<file path="config.mk">
export PLATFORM = sky130hd
export DESIGN_NAME = echo_mix
export DESIGN_NICKNAME = d
export VERILOG_FILES = /design/src/rtl/echo_pkg.sv /design/src/rtl/echo_mix_cv_to_coef.sv /design/src/rtl/echo_mix.sv
export SDC_FILE = /design/constraint.sdc
export NUM_CORES = 1
export LEC_CHECK = 0
export ABC_AREA = 0
export CAP_MARGIN = 0
export CORE_AREA = 2 2 172 174
export DETAILED_ROUTE_END_ITERATION = 8
export DIE_AREA = 0 0 174 176
export GPL_ROUTABILITY_DRIVEN = 0
export HOLD_SLACK_MARGIN = 0.15
export SETUP_SLACK_MARGIN = 0.5
export SYNTH_ARGS = -nofsm -noshare
export SYNTH_HDL_FRONTEND = slang
export SYNTH_SLANG_ARGS = --single-unit
</file>
<file path="constraint.sdc">
create_clock -name clk -period 22.2 [get_ports clk]
set_input_delay 6.66 -clock clk [delete_from_list [all_inputs] [get_ports clk]]
set_output_delay 6.66 -clock clk [all_outputs]
set_load 0.05 [all_outputs]
</file>
<file path="src/rtl/echo_pkg.sv">
// Shared types, FSM state encoding and saturation helper for the echo mixer.
package echo_pkg;

  localparam int unsigned ECHO_W  = 16;
  localparam int unsigned ECHO_CW = 8;

  typedef logic signed [ECHO_W-1:0] sample_t;
  typedef logic        [ECHO_CW-1:0] coef_t;

  typedef enum logic [2:0] {
    IDLE,
    M_DRY,
    M_WET,
    M_FB,
    SAT
  } echo_mix_state_t;

  // Clamp a value carrying two guard bits down to a W-bit sample.
  function automatic sample_t sat_w(input logic signed [ECHO_W+1:0] v);
    if ((v[ECHO_W+1:ECHO_W-1] == 3'b000) || (v[ECHO_W+1:ECHO_W-1] == 3'b111))
      return v[ECHO_W-1:0];
    else if (v[ECHO_W+1])
      return {1'b1, {(ECHO_W-1){1'b0}}};
    else
      return {1'b0, {(ECHO_W-1){1'b1}}};
  endfunction

endpackage

</file>
<file path="src/rtl/echo_mix_cv_to_coef.sv">
// CV to coefficient: jack-detect default, negative clamp, top-bit slice.
module cv_to_coef
  import echo_pkg::*;
#(
  parameter int W       = 16,
  parameter int CW      = 8,
  parameter int DEFAULT = 128
) (
  input  logic signed [W-1:0]  cv,
  input  logic                 present,
  output logic        [CW-1:0] coef
);

  always_comb begin
    coef = '0;
    if (!present)
      coef = CW'(DEFAULT);
    else if (cv[W-1])
      coef = '0;
    else
      coef = CW'(cv >>> (W - 1 - CW));
  end

endmodule

</file>
<file path="src/rtl/echo_mix.sv">
// Wet/dry crossfade and feedback stage sharing one multiplier across three products.
module echo_mix
  import echo_pkg::*;
#(
  parameter int W           = 16,
  parameter int CW          = 8,
  parameter int DEFAULT_MIX = 128,
  parameter int DEFAULT_FB  = 96
) (
  input  logic                clk,
  input  logic                rst_n,
  input  logic                strobe,
  input  logic signed [W-1:0] dry_in,
  input  logic signed [W-1:0] wet_in,
  input  logic signed [W-1:0] mix_cv,
  input  logic signed [W-1:0] fb_cv,
  input  logic                mix_cv_present,
  input  logic                fb_cv_present,
  output logic signed [W-1:0] mix_out,
  output logic signed [W-1:0] fb_out,
  output logic                out_valid,
  output logic                busy,
  output logic                overrun
);

  localparam int PW = W + CW + 1;
  localparam int AW = W + CW + 2;

  echo_mix_state_t state, state_next;

  logic        [CW-1:0] m_coef, f_coef;
  logic        [CW-1:0] m_q, f_q;
  logic signed [W-1:0]  dry_q, wet_q;
  logic signed [AW-1:0] acc;
  logic signed [AW-1:0] mix_sum;
  logic signed [W+1:0]  mix_raw;
  logic signed [W:0]    fb_raw;
  logic signed [W:0]    fbp;

  logic signed [W-1:0]  mul_a;
  logic        [CW:0]   mul_b;
  logic signed [PW-1:0] prod;

  cv_to_coef #(.W(W), .CW(CW), .DEFAULT(DEFAULT_MIX)) u_mix_coef (
    .cv      (mix_cv),
    .present (mix_cv_present),
    .coef    (m_coef)
  );

  cv_to_coef #(.W(W), .CW(CW), .DEFAULT(DEFAULT_FB)) u_fb_coef (
    .cv      (fb_cv),
    .present (fb_cv_present),
    .coef    (f_coef)
  );

  always_ff @(posedge clk) begin
    if (!rst_n)
      state <= IDLE;
    else
      state <= state_next;
  end

  always_comb begin
    state_next = state;
    case (state)
      IDLE:    if (strobe) state_next = M_DRY;
      M_DRY:   state_next = M_WET;
      M_WET:   state_next = M_FB;
      M_FB:    state_next = SAT;
      SAT:     state_next = IDLE;
      default: state_next = IDLE;
    endcase
  end

  assign busy = (state != IDLE);

  // Coefficient operand is zero-extended; the 2^CW - m term needs the extra bit.
  always_comb begin
    mul_a = dry_q;
    mul_b = '0;
    case (state)
      M_DRY: begin
        mul_a = dry_q;
        mul_b = {1'b1, {CW{1'b0}}} - {1'b0, m_q};
      end
      M_WET: begin
        mul_a = wet_q;
        mul_b = {1'b0, m_q};
      end
      M_FB: begin
        mul_a = wet_q;
        mul_b = {1'b0, f_q};
      end
      default: ;
    endcase
  end

  assign prod    = PW'(mul_a) * PW'($signed({1'b0, mul_b}));
  assign mix_sum = acc + AW'(prod);
  assign fbp     = (W+1)'(prod >>> CW);

  always_ff @(posedge clk) begin
    if (!rst_n) begin
      dry_q     <= '0;
      wet_q     <= '0;
      m_q       <= '0;
      f_q       <= '0;
      acc       <= '0;
      mix_raw   <= '0;
      fb_raw    <= '0;
      mix_out   <= '0;
      fb_out    <= '0;
      out_valid <= 1'b0;
      overrun   <= 1'b0;
    end else begin
      out_valid <= (state == SAT);
      if (strobe && state != IDLE)
        overrun <= 1'b1;
      case (state)
        IDLE: begin
          if (strobe) begin
            dry_q <= dry_in;
            wet_q <= wet_in;
            m_q   <= m_coef;
            f_q   <= f_coef;
          end
        end
        M_DRY: acc <= AW'(prod);
        M_WET: begin
          acc     <= mix_sum;
          mix_raw <= (W+2)'(mix_sum >>> CW);
        end
        M_FB:  fb_raw <= (W+1)'(dry_q) + fbp;
        SAT: begin
          mix_out <= sat_w(mix_raw);
          fb_out  <= sat_w({fb_raw[W], fb_raw});
        end
        default: ;
      endcase
    end
  end

endmodule

</file>
==> results of run 1 <==
==> per-layer routing <==
metal | share of wire (%) | vias to the layer above | global-route usage (%)
met1 | 47 | 5400 | 33.0
met5 | 0 | - | 0
li1 | - | 5514 | -
met2 | 45 | 273 | 39.3
met3 | 5.3 | 41 | 4.26
met4 | 2.2 | 0 | 7.14
==> final timing paths <==
| path | startpoint | endpoint | cells after the start |
|---|---|---|---|
| worst max register to register | state[0] | acc[25] | 35 |
| worst min register to register | fb_raw[6] | fb_raw[6] | 2 |
| worst max-delay path | state[0] | acc[25] | 35 |
| worst min-delay path | fb_raw[6] | fb_raw[6] | 2 |
==> power breakdown <==
group	leakage, uW	internal (uW)	total (uW)	switching (uW)
logic	0.00511	60.5	164	103
clock network	0.000291	161	297	136
registers	0.00119	275	288	13.2
==> flip-flops by register name, indices dropped and copies added (netlist names) <==
name,count
wet_q,16
mix_out,16
mix_raw,18
dry_q,16
acc,26
m_q,8
out_valid,1
fb_raw,17
fb_out,16
f_q,8
state,3
overrun,1
==> cells in the final DEF, fill, tap and decap left out, types with 8 or more instances in the layout <==
cell,Yosys,final
clkbuf_16,0,17
a21oi_1,142,142
nand2_1,257,257
and2_1,11,10
o21ai_1,8,8
xnor2_1,39,39
fa_1,121,121
buf_4,0,12
nor2b_1,14,14
o21ai_0,42,42
nor2_1,176,176
nor3_1,41,41
o211ai_1,17,17
nand2b_1,20,20
mux2i_1,17,17
or3_1,18,18
a211oi_1,29,29
a21o_1,20,20
nand3_1,30,30
a31oi_1,10,10
dfxtp_1,146,146
o21a_1,9,9
clkdlybuf4s50_1,0,89
inv_1,158,158
ha_1,101,101
o21bai_1,10,10
xor2_1,15,15
==> stage by stage <==
stage / worst slack [ns] / std cells / hold WS [ns]
after global placement: 12.51 / 2037 / 0.440
after detailed placement: 12.48 / 2037 / 0.446
final: 12.49 / 2069 / 0.453
after global routing: 11.91 / 2069 / 0.479
after floorplan: 13.89 / 1629 / 0.423
after CTS: 12.45 / 2069 / 0.457
==> cell families after synthesis <==
group | Yosys count
compound gates | 347
xor+xnor | 56
fa+ha+maj | 222
buf+inv | 237
flops | 146
mux | 22
simple gates | 599
==> layout make-up <==
cell class | instances | area [sq um]
Clock buffer | 17 | 425
Timing Repair Buffer | 101 | 981
Sequential cell | 146 | 2920
Tap cell | 384 | 480
Multi-Input combinational cell | 1246 | 9280
Fill cell | 2842 | 13700
Clock inverter | 15 | 163
Inverter | 160 | 602
==> worst min-delay path: stages (launching register included) <==
cell	delay [ns]
dfxtp_1	0.31
nand2_1	0.05
a21oi_1	0.05
==> flow_metrics.env, run 1 <==
export IMPL_drtPass1Iterations=5
export IMPL_worst_path_max_fanout=18
export IMPL_antenna_found_initial=0
export IMPL_final_util_pct=52.0
export IMPL_die_x_um=174
export IMPL_synthFlopType="dfxtp_1"
export IMPL_fmax_ghz=0.103
export IMPL_wire_per_inst_um=17.1
export IMPL_vias=11200
export IMPL_grt_max_degree=66
export IMPL_fin_crit_ns=9.71
export IMPL_cts_root_buf="clkbuf_16"
export IMPL_rsz0062_at_grt="no"
export IMPL_critPathMaxStageDelay_ns=0.94
export IMPL_clk_latency_ns=0.44
export IMPL_drc=0
export IMPL_ios=104
export IMPL_max_cap_viol_count=0
export IMPL_synth_xor_area_share_pct=3.92
export IMPL_portBuffers=89
export IMPL_start_util_pct=45.8
export IMPL_tightest_slew_ns=1.21
export IMPL_fin_total_pwr_uw=749
export IMPL_grt_overflow_total=0
export IMPL_dp_hpwl_um=27500
export IMPL_synth_fp_nets=1920
export IMPL_period_share_pct=43.7
export IMPL_synthSimpleGateAreaFrac_pct=19.9
export IMPL_clk_pin_slew_ns=0.07
export IMPL_placed_cell_area_sq_um=14300
export IMPL_synth_top_cells_by_count="nand2_1 (257), nor2_1 (176), inv_1 (158)"
export IMPL_drtAntennaViolNets=0
export IMPL_critPathCaptureType="flip-flop"
export IMPL_slew_headroom_pct=18.9
export IMPL_drive_above_1_share_pct=4.69
export IMPL_drt_iter0_drc=798
export IMPL_fin_tns_setup_ns=0
export IMPL_yosys_area_top_type="dfxtp_1"
export IMPL_async_reset_ff_share_pct=0
export IMPL_fin_area_sq_um=14900
export IMPL_power_density_nw_per_um2=50.4
export IMPL_grt_pass1_vias=11500
export IMPL_maxSlewViolCount=0
export IMPL_timing_hold_violations_final=0
export IMPL_critPathTopFamily="adder cells"
export IMPL_clock_sinks=146
export IMPL_synth_top_family_by_area="adder cells"
export IMPL_critical_path_required_ns=22.50
export IMPL_yosys_register_bits=146
export IMPL_synth_mux_area_share_pct=1.73
export IMPL_die_area_sq_um=30600
export IMPL_yosysSeqAreaShare_pct=22.3
export IMPL_area_growth_pct=13.5
export IMPL_post_cts_buffers=0
export IMPL_worstSetupPathType="flip-flop to flip-flop"
export IMPL_tritoncts="built"
export IMPL_synthTopCellsByArea="dfxtp_1 (22%), fa_1 (19%), ha_1 (9.7%)"
export IMPL_skew_ns=0.0221
export IMPL_clk_path_buf_depth=2
export IMPL_syn_area_per_cell_sq_um=8.03
export IMPL_postSynthCellCount=1629
export IMPL_synth_adder_area_share_pct=28.2
export IMPL_diodes=0
export IMPL_worstPathArrival_ns=10.01
export IMPL_ctsHoldBuffers=0
export IMPL_vdd_drop_max_mv=0.0537
export IMPL_die_y_um=176
export IMPL_yosysUniqueCellTypes=78
export IMPL_status="finished clean"
export IMPL_yosysWarnings=0
export IMPL_grt_usage_pct=24.1
export IMPL_synthDominantCellAreaShare_pct=22.3
export IMPL_finalSetupViolCount=0
export IMPL_crit_path_top_delay_cell="nor2_1"
export IMPL_synth_compound_area_share_pct=17.1
export IMPL_via_per_inst=5.43
export IMPL_h_tree_depth=4
export IMPL_nNetsFinal=1963
export IMPL_wl_um=35400
export IMPL_cts_buffers=17
export IMPL_coreArea_sq_um=28500
export IMPL_crit_path_start_kind="flip-flop"
export IMPL_cts_resized=0
export IMPL_synth_edff_count=0
export IMPL_leakage_uw=0.00658
export IMPL_syn_area_sq_um=13100
export IMPL_rrSetupSlack_ns=12.49
export IMPL_min_delay_path_class="flip-flop to flip-flop"
export IMPL_rows=62
export IMPL_yosysMostFrequentCell="nand2_1"
export IMPL_cp_common_cell="inv_1"
export IMPL_critical_path_buf_inv_count=6
export IMPL_grt_pass1_wl_um=59300
(Power assumes the default switching activity.)
==> run 2: changes to the inputs <==
==> constraint.sdc (replaced) <==
create_clock -name clk -period 9.4 [get_ports clk]
set_input_delay 2.82 -clock clk [delete_from_list [all_inputs] [get_ports clk]]
set_output_delay 2.82 -clock clk [all_outputs]
set_load 0.05 [all_outputs]
==> run 2 against run 1 <==
Clock skew decreased by 0.0060 ns. Combinational power grew to 2.5 times the previous value. Cell area is 2.7% higher. Sequential power grew 140%. Non-clock buffer count up 37. Hold slack got worse by 0.0024 ns. Worst setup slack worse by 12 ns. Register-to-register slack lost 12 ns. Sequential share of layout area shrank 0.50 points. Die area did not move. Via count increased by 2.7%. Critical path type unchanged. Largest cell class unchanged. Highest routed layer unchanged.
==> flow_metrics.env, run 2 (synthesized netlist as in run 1, its figures left out) <==
export IMPL_layout_cells_non_filler=2105
export IMPL_skew_ns=0.0161
export IMPL_drtPass1Iterations=7
export IMPL_wire_per_inst_um=17.1
export IMPL_clk_path_buf_depth=2
export IMPL_tightest_slew_ns=0.997
export IMPL_largest_reg_flops=26
export IMPL_clk_pin_slew_ns=0.07
export IMPL_crit_path_start_kind="flip-flop"
export IMPL_final_cell_mix="nand2_1 (257), nor2_1 (175), inv_1 (158), dfxtp_1 (143), a21oi_1 (139)"
export IMPL_grt_pass1_wl_um=59800
export IMPL_min_delay_path_class="flip-flop to flip-flop"
export IMPL_rsz0062_at_grt="no"
export IMPL_ios=104
export IMPL_dp_slack_ns=0.320
export IMPL_antenna_found_initial=0
export IMPL_post_place_cells=2070
export IMPL_final_common_cell="nand2_1"
export IMPL_worstSetupPathType="flip-flop to flip-flop"
export IMPL_area_growth_pct=16.6
export IMPL_rrSetupSlack_ns=0.91
export IMPL_critPathCaptureType="flip-flop"
export IMPL_power_density_nw_per_um2=116
export IMPL_whs_endpoint="mix_out[10]"
export IMPL_worst_path_max_fanout=8
export IMPL_fin_crit_ns=8.49
export IMPL_die_area_sq_um=30600
export IMPL_dp_hpwl_um=28200
export IMPL_critical_path_required_ns=9.74
export IMPL_critPathTopFamily="adder cells"
export IMPL_grt_overflow_total=0
export IMPL_grt_usage_pct=24.4
export IMPL_portBuffers=89
export IMPL_reg_top3="acc (26), mix_raw (18), fb_raw (17)"
export IMPL_fmax_ghz=0.118
export IMPL_regMostFlops="acc"
export IMPL_start_util_pct=45.8
export IMPL_critical_path_buf_inv_count=6
export IMPL_wl_um=36000
export IMPL_die_x_um=174
export IMPL_fin_tns_setup_ns=0
export IMPL_via_per_inst=5.48
export IMPL_tritoncts="built"
export IMPL_crit_path_top_delay_cell="fa_1"
export IMPL_drt_iter0_drc=827
export IMPL_setup_slack_ns=0.910
export IMPL_clock_sinks=146
export IMPL_rows=62
export IMPL_critPathMaxStageDelay_ns=0.54
export IMPL_cp_common_cell="inv_1"
export IMPL_slew_headroom_pct=33.4
export IMPL_worst_r2r_cell_count=37
export IMPL_status="finished clean"
export IMPL_cts_buffers=17
export IMPL_maxSlewViolCount=0
export IMPL_timing_hold_violations_final=0
export IMPL_vdd_drop_max_mv=0.110
export IMPL_leakage_uw=0.00675
export IMPL_max_cap_viol_count=0
export IMPL_period_share_pct=90.3
export IMPL_worstPathArrival_ns=8.83
export IMPL_finalSetupViolCount=0
export IMPL_cts_root_buf="clkbuf_16"
export IMPL_coreArea_sq_um=28500
export IMPL_drtAntennaViolNets=0
export IMPL_grt_pass1_vias=11500
export IMPL_hp_start="mix_out[10]"
export IMPL_die_y_um=176
export IMPL_vias=11500
export IMPL_drc=0
export IMPL_grt_max_degree=74
export IMPL_h_tree_depth=4
export IMPL_diodes=0
export IMPL_worstReg2RegStart="m_q[1]"
export IMPL_nNetsFinal=2000
export IMPL_holdPathStages=2
export IMPL_rr_endpoint="acc[25]"
export IMPL_drive_above_1_share_pct=8.19
export IMPL_clk_latency_ns=0.43
-- run 2: how the worst max path moves through the flow --
stage	startpoint	to	slack [ns]	depth (start not counted)
6_report	m_q[1]	acc[25]	0.91	37
5_1_grt	m_q[1]	acc[25]	0.48	37
4_1_cts	m_q[0]	acc[25]	0.51	37
3_5_place_dp	m_q[1]	acc[25]	0.32	37
3_3_place_gp	m_q[0]	acc[25]	0.44	37
2_1_floorplan	m_q[0]	acc[23]	1.09	37
-- run 2: worst reg2reg max path, delay by kind of cell, from the launching register on --
family,cells,cell delay (ns)
flops,1,0.35
buf+inv,6,0.40
xor+xnor,3,0.59
simple gates,7,1.53
compound gates,13,2.33
fa+ha+maj,8,3.20
-- run 2: cell type report --
class	instances	area [sq um]
inverter	160	602
timing repair buffer	138	1260
multi-input combinational	1246	9420
fill	2847	13300
clock inverter	14	144
tap	384	480
sequential	146	2930
clock buffer	17	425
-- run 2: report_power, final --
group	switching, uW	total, uW	internal [uW]
Combinational	250	411	161
Sequential	31.0	680	649
Clock	303	674	372
-- run 2: metrics by stage --
step,hold slack [ns],total power [uW],util (%),instance area [sq um]
5_1_grt,0.475,1850,53.4,15300
3_3_place_gp,0.442,1090,50.8,14500
4_1_cts,0.454,1770,52.9,15100
3_5_place_dp,0.446,1090,50.8,14500
2_1_floorplan,0.423,953,-,13100
6_report,0.451,1770,53.4,15300
-- run 2: per-layer routing --
layer,GRT usage [%],part of all wire [%]
met5,0,0
met4,6.76,2.5
met3,3.55,4.7
met2,40.5,46
met1,33.4,47
-- run 2: timing repair --
item / in CTS / in global routing
pin swaps: 0 / 14
hold buffers: 0 / 0
gates resized for setup: 3 / 29
endpoints found under the setup margin: 4 / 19
setup buffers: 0 / 4
